## src/rtl/multi_timer_if.sv

```systemverilog
// multi_timer_if: register bus between a host and the multi_timer block.
//
// Signals
//   addr    : byte address; addr[6:4] = channel, addr[3:2] = register
//   we      : write strobe, sampled on the rising clock edge
//   din     : write data
//   dout    : read data for addr, combinational
//   irq     : per-channel interrupt request (level)
//   irq_any : OR of irq
//   state   : per-channel FSM state, 2 bits per channel, channel i at [2*i +: 2]
//             (0 = IDLE, 1 = LOAD, 2 = CNT, 3 = INT)
//
// Bus protocol: there is no valid/ready pair. A write takes effect on the
// rising edge where we=1, using that cycle's addr and din. A read is the
// combinational value of dout for the current addr and needs no strobe.
interface multi_timer_if #(
    parameter int NCH = 2
) ();
    logic [31:0]      addr;
    logic             we;
    logic [31:0]      din;
    logic [31:0]      dout;
    logic [NCH-1:0]   irq;
    logic             irq_any;
    logic [2*NCH-1:0] state;

    modport master (
        output addr, we, din,
        input  dout, irq, irq_any, state
    );

    modport slave (
        input  addr, we, din,
        output dout, irq, irq_any, state
    );
endinterface

```

## src/rtl/multi_timer.sv

```systemverilog
// multi_timer: NCH independent down-counting timer channels behind a small
// register bus.
//
// Ports
//   clk   : single clock, all state updates on the rising edge
//   reset : asynchronous, active-high reset
//   bus   : multi_timer_if slave (addr/we/din in; dout/irq/irq_any/state out)
//
// Per-channel registers (channel base = ch*0x10)
//   0x0 CTRL   : bit0 EN, bits2:1 MODE (1 = auto-reload, else one-shot),
//                bit3 IM (irq enable), bit4 PEND (write 1 to clear)
//   0x4 PRESET : WIDTH bits, read/write
//   0x8 COUNT  : WIDTH bits, read-only
//   0xC        : reserved, reads 0
module multi_timer #(
    parameter int NCH   = 2,
    parameter int WIDTH = 32
) (
    input  logic         clk,
    input  logic         reset,
    multi_timer_if.slave bus
);
    typedef enum logic [1:0] {
        IDLE = 2'd0,
        LOAD = 2'd1,
        CNT  = 2'd2,
        INT  = 2'd3
    } state_t;

    logic [NCH-1:0][31:0] rd_ctrl;
    logic [NCH-1:0][31:0] rd_preset;
    logic [NCH-1:0][31:0] rd_count;
    logic [NCH-1:0]       irq_vec;
    logic [2*NCH-1:0]     state_vec;

    logic [2:0]  sel_ch;
    logic [1:0]  sel_reg;
    logic [31:0] rdata;

    assign sel_ch  = bus.addr[6:4];
    assign sel_reg = bus.addr[3:2];

    // Address bits outside [6:2] and the upper data bits are intentionally ignored.
    logic unused_bits;
    assign unused_bits = ^{bus.addr, bus.din};

    for (genvar i = 0; i < NCH; i++) begin : g_ch
        state_t           state;
        logic             en;
        logic             im;
        logic             pend;
        logic [1:0]       mode;
        logic [WIDTH-1:0] preset;
        logic [WIDTH-1:0] count;
        logic             wr_ch;
        logic             wr_ctrl;
        logic             wr_preset;

        assign wr_ch     = bus.we && (sel_ch == 3'(i));
        assign wr_ctrl   = wr_ch && (sel_reg == 2'd0);
        assign wr_preset = wr_ch && (sel_reg == 2'd1);

        always_ff @(posedge clk or posedge reset) begin
            if (reset) begin
                state  <= IDLE;
                en     <= 1'b0;
                im     <= 1'b0;
                pend   <= 1'b0;
                mode   <= 2'd0;
                preset <= '0;
                count  <= '0;
            end else begin
                if (wr_preset)
                    preset <= bus.din[WIDTH-1:0];

                if (wr_ctrl) begin
                    en   <= bus.din[0];
                    mode <= bus.din[2:1];
                    im   <= bus.din[3];
                    if (bus.din[4])
                        pend <= 1'b0;
                end

                // The FSM assignments come after the software writes so that a
                // hardware PEND set overrides a same-edge W1C.
                case (state)
                    IDLE: begin
                        if (en)
                            state <= LOAD;
                    end
                    LOAD: begin
                        count <= preset;
                        state <= CNT;
                    end
                    CNT: begin
                        if (!en) begin
                            state <= IDLE;
                        end else if (count > WIDTH'(1)) begin
                            count <= count - WIDTH'(1);
                        end else begin
                            count <= '0;
                            pend  <= 1'b1;
                            state <= INT;
                        end
                    end
                    INT: begin
                        if (mode == 2'd1) begin
                            state <= LOAD;
                        end else begin
                            // A software CTRL write on this edge keeps its EN.
                            if (!wr_ctrl)
                                en <= 1'b0;
                            state <= IDLE;
                        end
                    end
                    default: state <= IDLE;
                endcase
            end
        end

        assign rd_ctrl[i]           = {27'd0, pend, im, mode, en};
        assign rd_preset[i]         = 32'(preset);
        assign rd_count[i]          = 32'(count);
        assign irq_vec[i]           = pend & im;
        assign state_vec[2*i +: 2]  = state;
    end

    // Channels at or above NCH never match, so they read 0.
    always_comb begin
        rdata = '0;
        for (int k = 0; k < NCH; k++) begin
            if (sel_ch == 3'(k)) begin
                case (sel_reg)
                    2'd0:    rdata = rd_ctrl[k];
                    2'd1:    rdata = rd_preset[k];
                    2'd2:    rdata = rd_count[k];
                    default: rdata = '0;
                endcase
            end
        end
    end

    assign bus.dout    = rdata;
    assign bus.irq     = irq_vec;
    assign bus.irq_any = |irq_vec;
    assign bus.state   = state_vec;
endmodule

```

## src/flat_wrapper.sv

```systemverilog
// flat-port wrapper written by rule: the top's interface ports become plain ports
module multi_timer_flat 
#(
    parameter int NCH   = 2,
    parameter int WIDTH = 32
)
  (clk, reset, bus_addr, bus_we, bus_din, bus_dout, bus_irq, bus_irq_any, bus_state);
  multi_timer_if #(.NCH(NCH)) bus_i ();
  input  logic clk;
  input  logic reset;
  input wire logic [$bits(bus_i.addr)-1:0] bus_addr;
  input wire logic [$bits(bus_i.we)-1:0] bus_we;
  input wire logic [$bits(bus_i.din)-1:0] bus_din;
  output wire logic [$bits(bus_i.dout)-1:0] bus_dout;
  output wire logic [$bits(bus_i.irq)-1:0] bus_irq;
  output wire logic [$bits(bus_i.irq_any)-1:0] bus_irq_any;
  output wire logic [$bits(bus_i.state)-1:0] bus_state;
  assign bus_i.addr = bus_addr;
  assign bus_i.we = bus_we;
  assign bus_i.din = bus_din;
  assign bus_dout = bus_i.dout;
  assign bus_irq = bus_i.irq;
  assign bus_irq_any = bus_i.irq_any;
  assign bus_state = bus_i.state;
  multi_timer #(.NCH(NCH), .WIDTH(WIDTH)) u_core (.clk(clk), .reset(reset), .bus(bus_i));
endmodule
```

## config.mk

```make
export PLATFORM = sky130hd
export DESIGN_NAME = multi_timer_flat
export DESIGN_NICKNAME = d
export VERILOG_FILES = /design/src/rtl/multi_timer_if.sv /design/src/rtl/multi_timer.sv /design/src/flat_wrapper.sv
export SDC_FILE = /design/constraint.sdc
export NUM_CORES = 1
export LEC_CHECK = 0
export ABC_AREA = 0
export CAP_MARGIN = 40
export CORE_UTILIZATION = 25
export DETAILED_ROUTE_END_ITERATION = 8
export PLACE_DENSITY = 0.42
export SLEW_MARGIN = 10
export SYNTH_ARGS = -nofsm -noshare
export SYNTH_HDL_FRONTEND = slang
export SYNTH_SLANG_ARGS = --single-unit
```

## constraint.sdc

```tcl
create_clock -name clk -period 6.82 [get_ports clk]
set_input_delay 1.705 -clock clk [delete_from_list [all_inputs] [get_ports clk]]
set_output_delay 1.705 -clock clk [all_outputs]
set_load 0.02 [all_outputs]
```

* After elaboration in Yosys (flattened, before gate mapping)
Cells that the tools add are included.
** Cells by class
- Add/subtract/negate cells :: 2
- Equal/unequal tests :: 17
- Shift-type cells :: 0
- Order comparisons :: 2
- Div/mod/pow operators :: 0
- Multiply operators :: 0
- Muxes and demuxes :: 38
- Reductions and logical operators :: 17
- Bitwise operators :: 2
** Operator list (number)
- 32-bit two-way mux :: 6
- 32-bit one-hot mux with 3 select lines :: 2
- 32-bit one-hot mux with 2 select lines :: 2
- 32-bit by 1-bit greater-than comparator with 1-bit output, second input constant :: 2
- 32-bit by 1-bit subtractor with 32-bit output, second input constant :: 2
- 1-bit two-way mux :: 20
- 2-bit one-hot mux with 4 select lines :: 2
- 2-bit two-way mux :: 6
- 2-bit by 1-bit equality test with 1-bit output, second input constant :: 5
- 2-bit equality test, second input constant :: 5
- 2-bit by 1-bit != test with 1-bit output, second input constant :: 4
- 2-bit AND reduction :: 4
- 1-bit logical AND :: 6
- 2-bit zero test :: 3
- 3-bit != test, second input constant :: 2
- 2-bit nonzero test :: 2
- 3-bit by 1-bit equality test with 1-bit output, second input constant :: 1
- 3-bit zero test :: 1
- 1-bit bitwise AND :: 2
- 2-bit OR reduction :: 1
** Storage, ports and cells
- Register bits after elaboration :: 142
- Memories :: 0
- Bits in read-only memories :: 0
- Bits in writable memories :: 0
- Output and inout port bits :: 39
- Word-level logic and storage cells :: 92
- Bits in latches :: 0

* Longest topological paths before layout
Gate-level depths: netlist of run 1.
- Depth after elaboration :: 7
- Mapped depth :: 10
- Depth with buffers taken out :: 8

* Worst setup path after synthesis of run 1
OpenSTA, ideal clock, no wires.
- Kind :: input to output
- From :: in bus_addr[2]
- To :: out bus_dout[27]
- Buffers on the path :: 2
- Path slack :: 2236 ps
- Cell stages on the path :: 5
- Data arrival time :: 2879 ps
- Required time :: 5115 ps
- Cells stage by stage :: nor2b_1 -> clkbuf_1 -> buf_1 -> a22oi_1 -> o22ai_1
** On the way
- Longest elaborated chain between the ends :: 4
- Elaborated cells on any way between the ends :: 7
** RTL lines
- start: declaration :: RTL line flat_wrapper.sv:11 : input wire logic [$bits(bus_i.addr)-1:0] bus_addr;
- 2-bit equality test (tied with other cells) :: RTL line multi_timer.sv:133 : case (sel_reg)
- 32-bit one-hot mux with 3 select lines :: RTL line multi_timer.sv:133
- 32-bit two-way mux :: RTL line multi_timer.sv:132 : if (sel_ch == 3'(k)) begin
- 32-bit two-way mux (*) :: RTL line multi_timer.sv:132
- end: declaration :: RTL line flat_wrapper.sv:14 : output wire logic [$bits(bus_i.dout)-1:0] bus_dout;
Every way passes the cells marked *; elsewhere a longest branch is shown, timed or not.

* Final worst setup path of run 1
- From :: in bus_addr[2]
- To :: out bus_dout[13]
The elaborated chain is that of the path after synthesis.

==> results of run 1 <==
-- logic make-up after synthesis --
logic type	after synthesis	share of synthesized area [%]
AO/OA/AOI/OAI	256	22.0
flip-flops	142	44.8
adder cells (fa/ha/maj)	4	0.632
buffers and inverters	64	3.30
multiplexers	83	11.6
AND/OR/NAND/NOR	273	17.6
-- worst max-delay path, cell delays in order --
cell	delay, ns
clkdlybuf4s50_1	0.61
buf_4	0.29
nor2b_4	0.13
buf_12	0.30
a22oi_1	0.20
o22ai_1	0.36
clkdlybuf4s50_1	0.68
-- cell type report --
class / count / share of cell area [%]
multi-input combinational: 616 / 42.2
sequential: 142 / 36.1
timing repair buffer: 100 / 10.5
tap: 396 / 5.03
clock buffer: 17 / 4.32
clock inverter: 15 / 1.52
inverter: 10 / 0.432
-- worst min path at each step --
| stage | startpoint | end | slack, ns | depth (start not counted) |
|---|---|---|---|---|
| after floorplan | u_core.g_ch[0].pend | u_core.g_ch[0].pend | 0.46 | 2 |
| after global placement | u_core.g_ch[0].preset[9] | u_core.g_ch[0].count[9] | 0.50 | 2 |
| after detailed placement | u_core.g_ch[0].pend | u_core.g_ch[0].pend | 0.50 | 2 |
| after CTS | u_core.g_ch[0].pend | u_core.g_ch[0].pend | 0.52 | 2 |
| after global routing | u_core.g_ch[1].mode[0] | u_core.g_ch[1].mode[0] | 0.55 | 1 |
| final | u_core.g_ch[0].pend | u_core.g_ch[0].pend | 0.52 | 2 |
-- state kept, by name (all words and copies together) (netlist names) --
| name | count |
|---|---|
| u_core.g_ch.count | 64 |
| u_core.g_ch.preset | 64 |
| u_core.g_ch.pend | 2 |
| u_core.g_ch.im | 2 |
| u_core.g_ch.state | 4 |
| u_core.g_ch.mode | 4 |
| u_core.g_ch.en | 2 |
-- stage by stage --
| step | setup WS [ns] | hold slack [ns] | total power, uW | instance area (sq um) | instances |
|---|---|---|---|---|---|
| finish | 0.814 | 0.525 | 3780 | 9860 | 1296 |
| global route | 0.678 | 0.551 | 4040 | 9860 | 1296 |
| CTS | 0.827 | 0.525 | 3800 | 9860 | 1296 |
| detailed placement | 0.847 | 0.502 | 2850 | 9280 | 1264 |
| global placement | 0.828 | 0.500 | 2820 | 9180 | 1259 |
| floorplan | 1.31 | 0.460 | 2310 | 7930 | 822 |
-- per-layer routing --
layer  GRT usage [%]  routed length (um)  vias to the layer above
met3            2.49                 959                       21
met5               0                   0                        -
met4            5.03                 435                        0
li1                -                   -                     3309
met1            25.5               14000                     3584
met2            29.1               13700                      159
-- report_power, final --
| group | internal (uW) | switching (uW) |
|---|---|---|
| clock network | 514 | 421 |
| registers | 1110 | 377 |
| logic | 558 | 797 |
-- layout by cell type (no fill, tap or decap), types with 4 or more instances in the layout --
master	n
a31oi_1	4
o211ai_1	11
or4_1	7
nand3_1	39
and3_1	8
clkinvlp_4	4
and2_1	7
buf_12	4
nor3_1	31
or3_1	15
clkbuf_16	17
nor2_1	46
nand4_1	6
inv_6	9
a21oi_1	42
a22oi_1	75
o221ai_1	5
o21ai_0	34
mux2i_1	13
nor4_1	11
mux2_2	70
a32oi_1	8
clkdlybuf4s50_1	78
ha_1	4
dfrtp_1	142
nand2b_1	7
inv_1	8
nand2_1	67
o311ai_0	13
a221o_1	4
nor2b_1	5
buf_4	15
o22ai_1	36
==> metrics.md, run 1 <==
| Metric | Value |
|---|---|
| Initial antenna violation count | `0` |
| Setup violations, final | `0` |
| RSZ-0062 raised after global routing | `no` |
| Cts hold-fix bufs | `0` |
| CP Data Arrival Time | `4.30 ns` |
| Top-area cell type share of the netlist area | `44.8%` |
| Critical Path Start Type | `primary input` |
| GPL Wtd Cong | `0.837` |
| CTS root buf | `clkbuf_16` |
| Number of I/O port buffers | `78` |
| Final setup TNS | `0 ns` |
| Synth top area cells | `dfrtp_1 (45%), mux2_2 (9.9%), a22oi_1 (7.1%)` |
| Via count | `7073` |
| Avg Cell Area, Syn | `9.64 sq um` |
| Worst setup path category | `primary input to primary output` |
| Register area | `3550 sq um` |
| Pin count of the biggest net entering global routing | `79` |
| # diodes | `0` |
| Slew Limit Fails | `0` |
| Syn nets | `893` |
| Slew headroom | `46.5%` |
| Die Wd | `180 um` |
| Total CTS buffers | `17` |
| Total grt overflow | `0` |
| CTS tree | `built` |
| Share of cells above drive strength 1 | `15.8%` |
| Final hold vios | `0` |
| DR WL/cell | `22.4 um` |
| First-pass detailed-route iteration total | `5` |
| H-Tree Depth | `4` |
| Most frequent cell after synthesis | `dfrtp_1` |
| End point of the critical path | `bus_dout[13]` |
| First-pass GRT wire length | `45000 um` |
| Antenna-violating nets left | `0` |
| Detail Placement HPWL | `20900 um` |
| Die area | `32400 sq um` |
| Maximum clock rate | `0.167 GHz` |
| Status | `finished clean` |
| Clock sink total | `142` |
| Flops & latches, synth | `142` |
| Worst setup EP type | `primary output` |
| Syn Inst Count | `822` |
| Synth warn | `0` |
| Hold Crit Class | `flop to flop` |
| Post-route clock skew | `0.0100 ns` |
| NumNets Final | `958` |
| Worst Path Required | `5.12 ns` |
| Reg-to-reg slack, setup | `3.55 ns` |
| Synth cell count leaders | `dfrtp_1 (142), a22oi_1 (75), mux2_2 (70), nand2_1 (67), nor2_1 (49)` |
| Layout area overhead | `24.4%` |
| Synth cell types | `61` |
| Post-synth ARST share | `100%` |
| Post-layout minimum cycle time | `6.01 ns` |
| Via density | `5.46` |
| Depth of the most critical reg-to-reg path | `6` |
| PostCTS Resize Cnt | `0` |
| Overall routing resource usage | `18.2%` |
| Max Buffers Root-to-Sink | `2` |
| Netlist Area Pre-Place | `7930 sq um` |
| Core area | `30900 sq um` |
| Rows | `64` |
| Worst-path maximum fanout | `64` |
| FF-to-FF End | `u_core.g_ch[1].count[8]` |
| Cell Pwr Density | `383 nW/um^2` |
| Vias in the first global route | `6946` |
| Worst Tran Pin Value | `0.802 ns` |
| Max cap viols | `0` |
| Final core utilization | `31.9%` |
| Reg2reg start | `u_core.g_ch[1].count[3]` |
| Initial Util | `25.6%` |
| Most used flip-flop cell after synthesis | `dfrtp_1` |
| Yosys top cell by area | `dfrtp_1` |
| IO Pins | `106` |
| IR drop worst, VDD | `0.000178 V` |
| DRT iter0 DRCs | `556` |
| Setup Fix Bufs, Post-CTS | `0` |
| WL final | `29000 um` |
| Seq/Total Area, Yosys | `44.8%` |
| Crit share post-route | `88.1%` |
| Fillcell total | `3220` |
| Worst skew pair latency | `0.43 ns` |
| Leakage power | `0.00379 uW` |
| Origin of the worst setup path | `bus_addr[2]` |
| Drt drc | `0` |
| EDFF count, synth | `0` |
| Reg clk slew, reported paths | `0.06 ns` |
| Die Ht | `180 um` |
| Area occupied by multi-input gates | `4160 sq um` |
Note: power is estimated with default switching activity, not from simulation.
==> inputs of run 2 (changes only) <==
--- a/config.mk
+++ b/config.mk
@@ -10,6 +10,7 @@
 export CORE_UTILIZATION = 25
 export DETAILED_ROUTE_END_ITERATION = 8
 export PLACE_DENSITY = 0.42
+export SETUP_SLACK_MARGIN = 0.1
 export SLEW_MARGIN = 10
 export SYNTH_ARGS = -nofsm -noshare
 export SYNTH_HDL_FRONTEND = slang
==> results of run 2 <==
No change in the layout: final DEF, timing and power equal those of run 1.
==> inputs of run 3 (changes only) <==
==> constraint.sdc (replaced) <==
create_clock -name clk -period 6.82 [get_ports clk]
set_input_delay 1.705 -clock clk [delete_from_list [all_inputs] [get_ports clk]]
set_output_delay 1.705 -clock clk [all_outputs]
set_load 0.05 [all_outputs]
==> metrics.md, run 3 (synthesis gave the netlist of run 1 again) <==
| Metric | Value |
|---|---|
| Status | `finished clean` |
| Die area | `32400 sq um (unchanged)` |
| Rows | `64 (unchanged)` |
| Max cap viols | `0 (unchanged)` |
| Total Power | `3840 uW (+1.6%)` |
| Slew headroom | `41.5% (-5.0 points)` |
| Hold Path Sink | `u_core.g_ch[0].pend` |
| Total CTS buffers | `17 (unchanged)` |
| Final hold vios | `0 (unchanged)` |
| Regs by FF count | `u_core.g_ch.count x64, u_core.g_ch.preset x64` |
| Share of cells above drive strength 1 | `15.9% (+0.093 points)` |
| Total grt overflow | `0 (unchanged)` |
| Overall routing resource usage | `18.1% (-0.11 points)` |
| Worst Tran Pin Value | `0.876 ns (+0.0734 ns)` |
| Depth of the most critical reg-to-reg path | `6 (unchanged)` |
| DR WL/cell | `22.1 um (-1.1%)` |
| Worst Path Required | `5.12 ns (about the same)` |
| Drt drc | `0 (unchanged)` |
| # diodes | `0 (unchanged)` |
| Setup Fix Bufs, Post-CTS | `0 (unchanged)` |
| Most common cell after layout, fill and taps aside | `dfrtp_1` |
| Maximum clock rate | `0.160 GHz (-4.2%)` |
| CP Data Arrival Time | `4.56 ns (+0.26 ns)` |
| Reg2reg start | `u_core.g_ch[1].count[2]` |
| FF-to-FF End | `u_core.g_ch[1].count[8]` |
| Die Ht | `180 um (unchanged)` |
| Commonest non-fill, non-tap cells in the layout | `dfrtp_1 (142), clkdlybuf4s50_1 (78), a22oi_1 (75)` |
| Worst setup EP type | `primary output` |
| Cell Pwr Density | `389 nW/um^2 (+1.5%)` |
| PostCTS Resize Cnt | `0 (unchanged)` |
| Placed insts | `1265 (+0.079%)` |
| IR drop worst, VDD | `0.000186 V (+4.4%)` |
| Reg-to-reg slack, setup | `3.49 ns (-0.06 ns)` |
| First-pass detailed-route iteration total | `6 (+1)` |
| CTS root buf | `clkbuf_16` |
| Die Wd | `180 um (unchanged)` |
| IO Pins | `106 (unchanged)` |
| Number of I/O port buffers | `78 (unchanged)` |
| Initial antenna violation count | `0 (unchanged)` |
| Cts hold-fix bufs | `0 (unchanged)` |
| Post-route clock skew | `0.00956 ns (-0.000482 ns)` |
| Detail Placement HPWL | `20700 um (-0.87%)` |
| Max Buffers Root-to-Sink | `2 (unchanged)` |
| DRT iter0 DRCs | `440 (-21%)` |
| Hold Crit Class | `flop to flop` |
| Critical Path Start Type | `primary input` |
| Reg clk slew, reported paths | `0.06 ns (about the same)` |
| H-Tree Depth | `4 (unchanged)` |
| Worst setup path category | `primary input to primary output` |
| Initial Util | `25.6% (unchanged)` |
| Via density | `5.40 (-1.1%)` |
| Core area | `30900 sq um (unchanged)` |
| Worst skew pair latency | `0.43 ns (about the same)` |
| Via count | `7004 (-0.98%)` |
| Pin count of the biggest net entering global routing | `65 (-18%)` |
| HP Start | `u_core.g_ch[0].pend` |
| Final setup TNS | `0 ns (unchanged)` |
| First-pass GRT wire length | `44500 um (-0.97%)` |
| Slew Limit Fails | `0 (unchanged)` |
| Final core utilization | `31.9% (about the same)` |
| Clock sink total | `142 (unchanged)` |
| Worst-path maximum fanout | `64 (unchanged)` |
| GPL Wtd Cong | `0.832 (-0.61%)` |
| CTS tree | `built` |
| Post-layout minimum cycle time | `6.27 ns (+0.261 ns)` |
| Vias in the first global route | `6936 (-0.14%)` |
| NumNets Final | `959 (+0.10%)` |
| RSZ-0062 raised after global routing | `no` |
| Leakage power | `0.00380 uW (+0.20%)` |
| WHS Path Cells | `2 (unchanged)` |
| Layout Cells excl Fill | `1297 (+0.077%)` |
| Crit share post-route | `91.9% (+3.8 points)` |
| Antenna-violating nets left | `0 (unchanged)` |
| Layout area overhead | `24.4% (about the same)` |
| WL final | `28700 um (-1.1%)` |
| Setup violations, final | `0 (unchanged)` |
[run 3: through the flow]
stage | instance area (sq um) | hold WS [ns] | worst slack [ns]
after floorplan | 7930 | 0.460 | 1.31
final | 9860 | 0.518 | 0.554
after global routing | 9860 | 0.543 | 0.467
after detailed placement | 9280 | 0.506 | 0.639
after global placement | 9190 | 0.500 | 0.619
after CTS | 9860 | 0.527 | 0.620
[run 3: layout make-up]
type / instances / area [sq um]
Clock buffer: 18 / 439
Clock inverter: 14 / 145
Fill cell: 3249 / 21000
Inverter: 10 / 42.5
Multi-Input combinational cell: 616 / 4160
Sequential cell: 142 / 3550
Tap cell: 396 / 495
Timing Repair Buffer: 101 / 1030
[run 3: worst max path at each step]
| stage | start | endpoint | cells after the start |
|---|---|---|---|
| after floorplan | reset | u_core.g_ch[0].count[0] | 1 |
| after global placement | bus_addr[2] | bus_dout[14] | 7 |
| after detailed placement | bus_addr[2] | bus_dout[13] | 7 |
| after CTS | bus_addr[2] | bus_dout[13] | 7 |
| after global routing | bus_addr[2] | bus_dout[13] | 7 |
| final | bus_addr[2] | bus_dout[13] | 7 |
[run 3: per-layer routing]
layer | global-route usage (%) | vias to the layer above | wire (um)
met5 | 0 | - | 0
met3 | 2.53 | 24 | 883
met2 | 28.9 | 152 | 13700
li1 | - | 3310 | -
met4 | 4.82 | 0 | 434
met1 | 25.5 | 3518 | 13700
[run 3: worst max-delay path, cell delays in order]
cell and delay [ns]:
clkdlybuf4s50_1 0.61, buf_4 0.29, nor2b_4 0.13, buf_12 0.29, a22oi_1 0.21, o22ai_1 0.37, clkdlybuf4s50_1 0.89
[run 3: report_power, final]
| part | leakage, uW | total [uW] | internal (uW) | switching (uW) |
|---|---|---|---|---|
| sequential | 0.00181 | 1480 | 1110 | 374 |
| combinational | 0.00171 | 1410 | 558 | 853 |
| clock | 0.000279 | 943 | 526 | 417 |
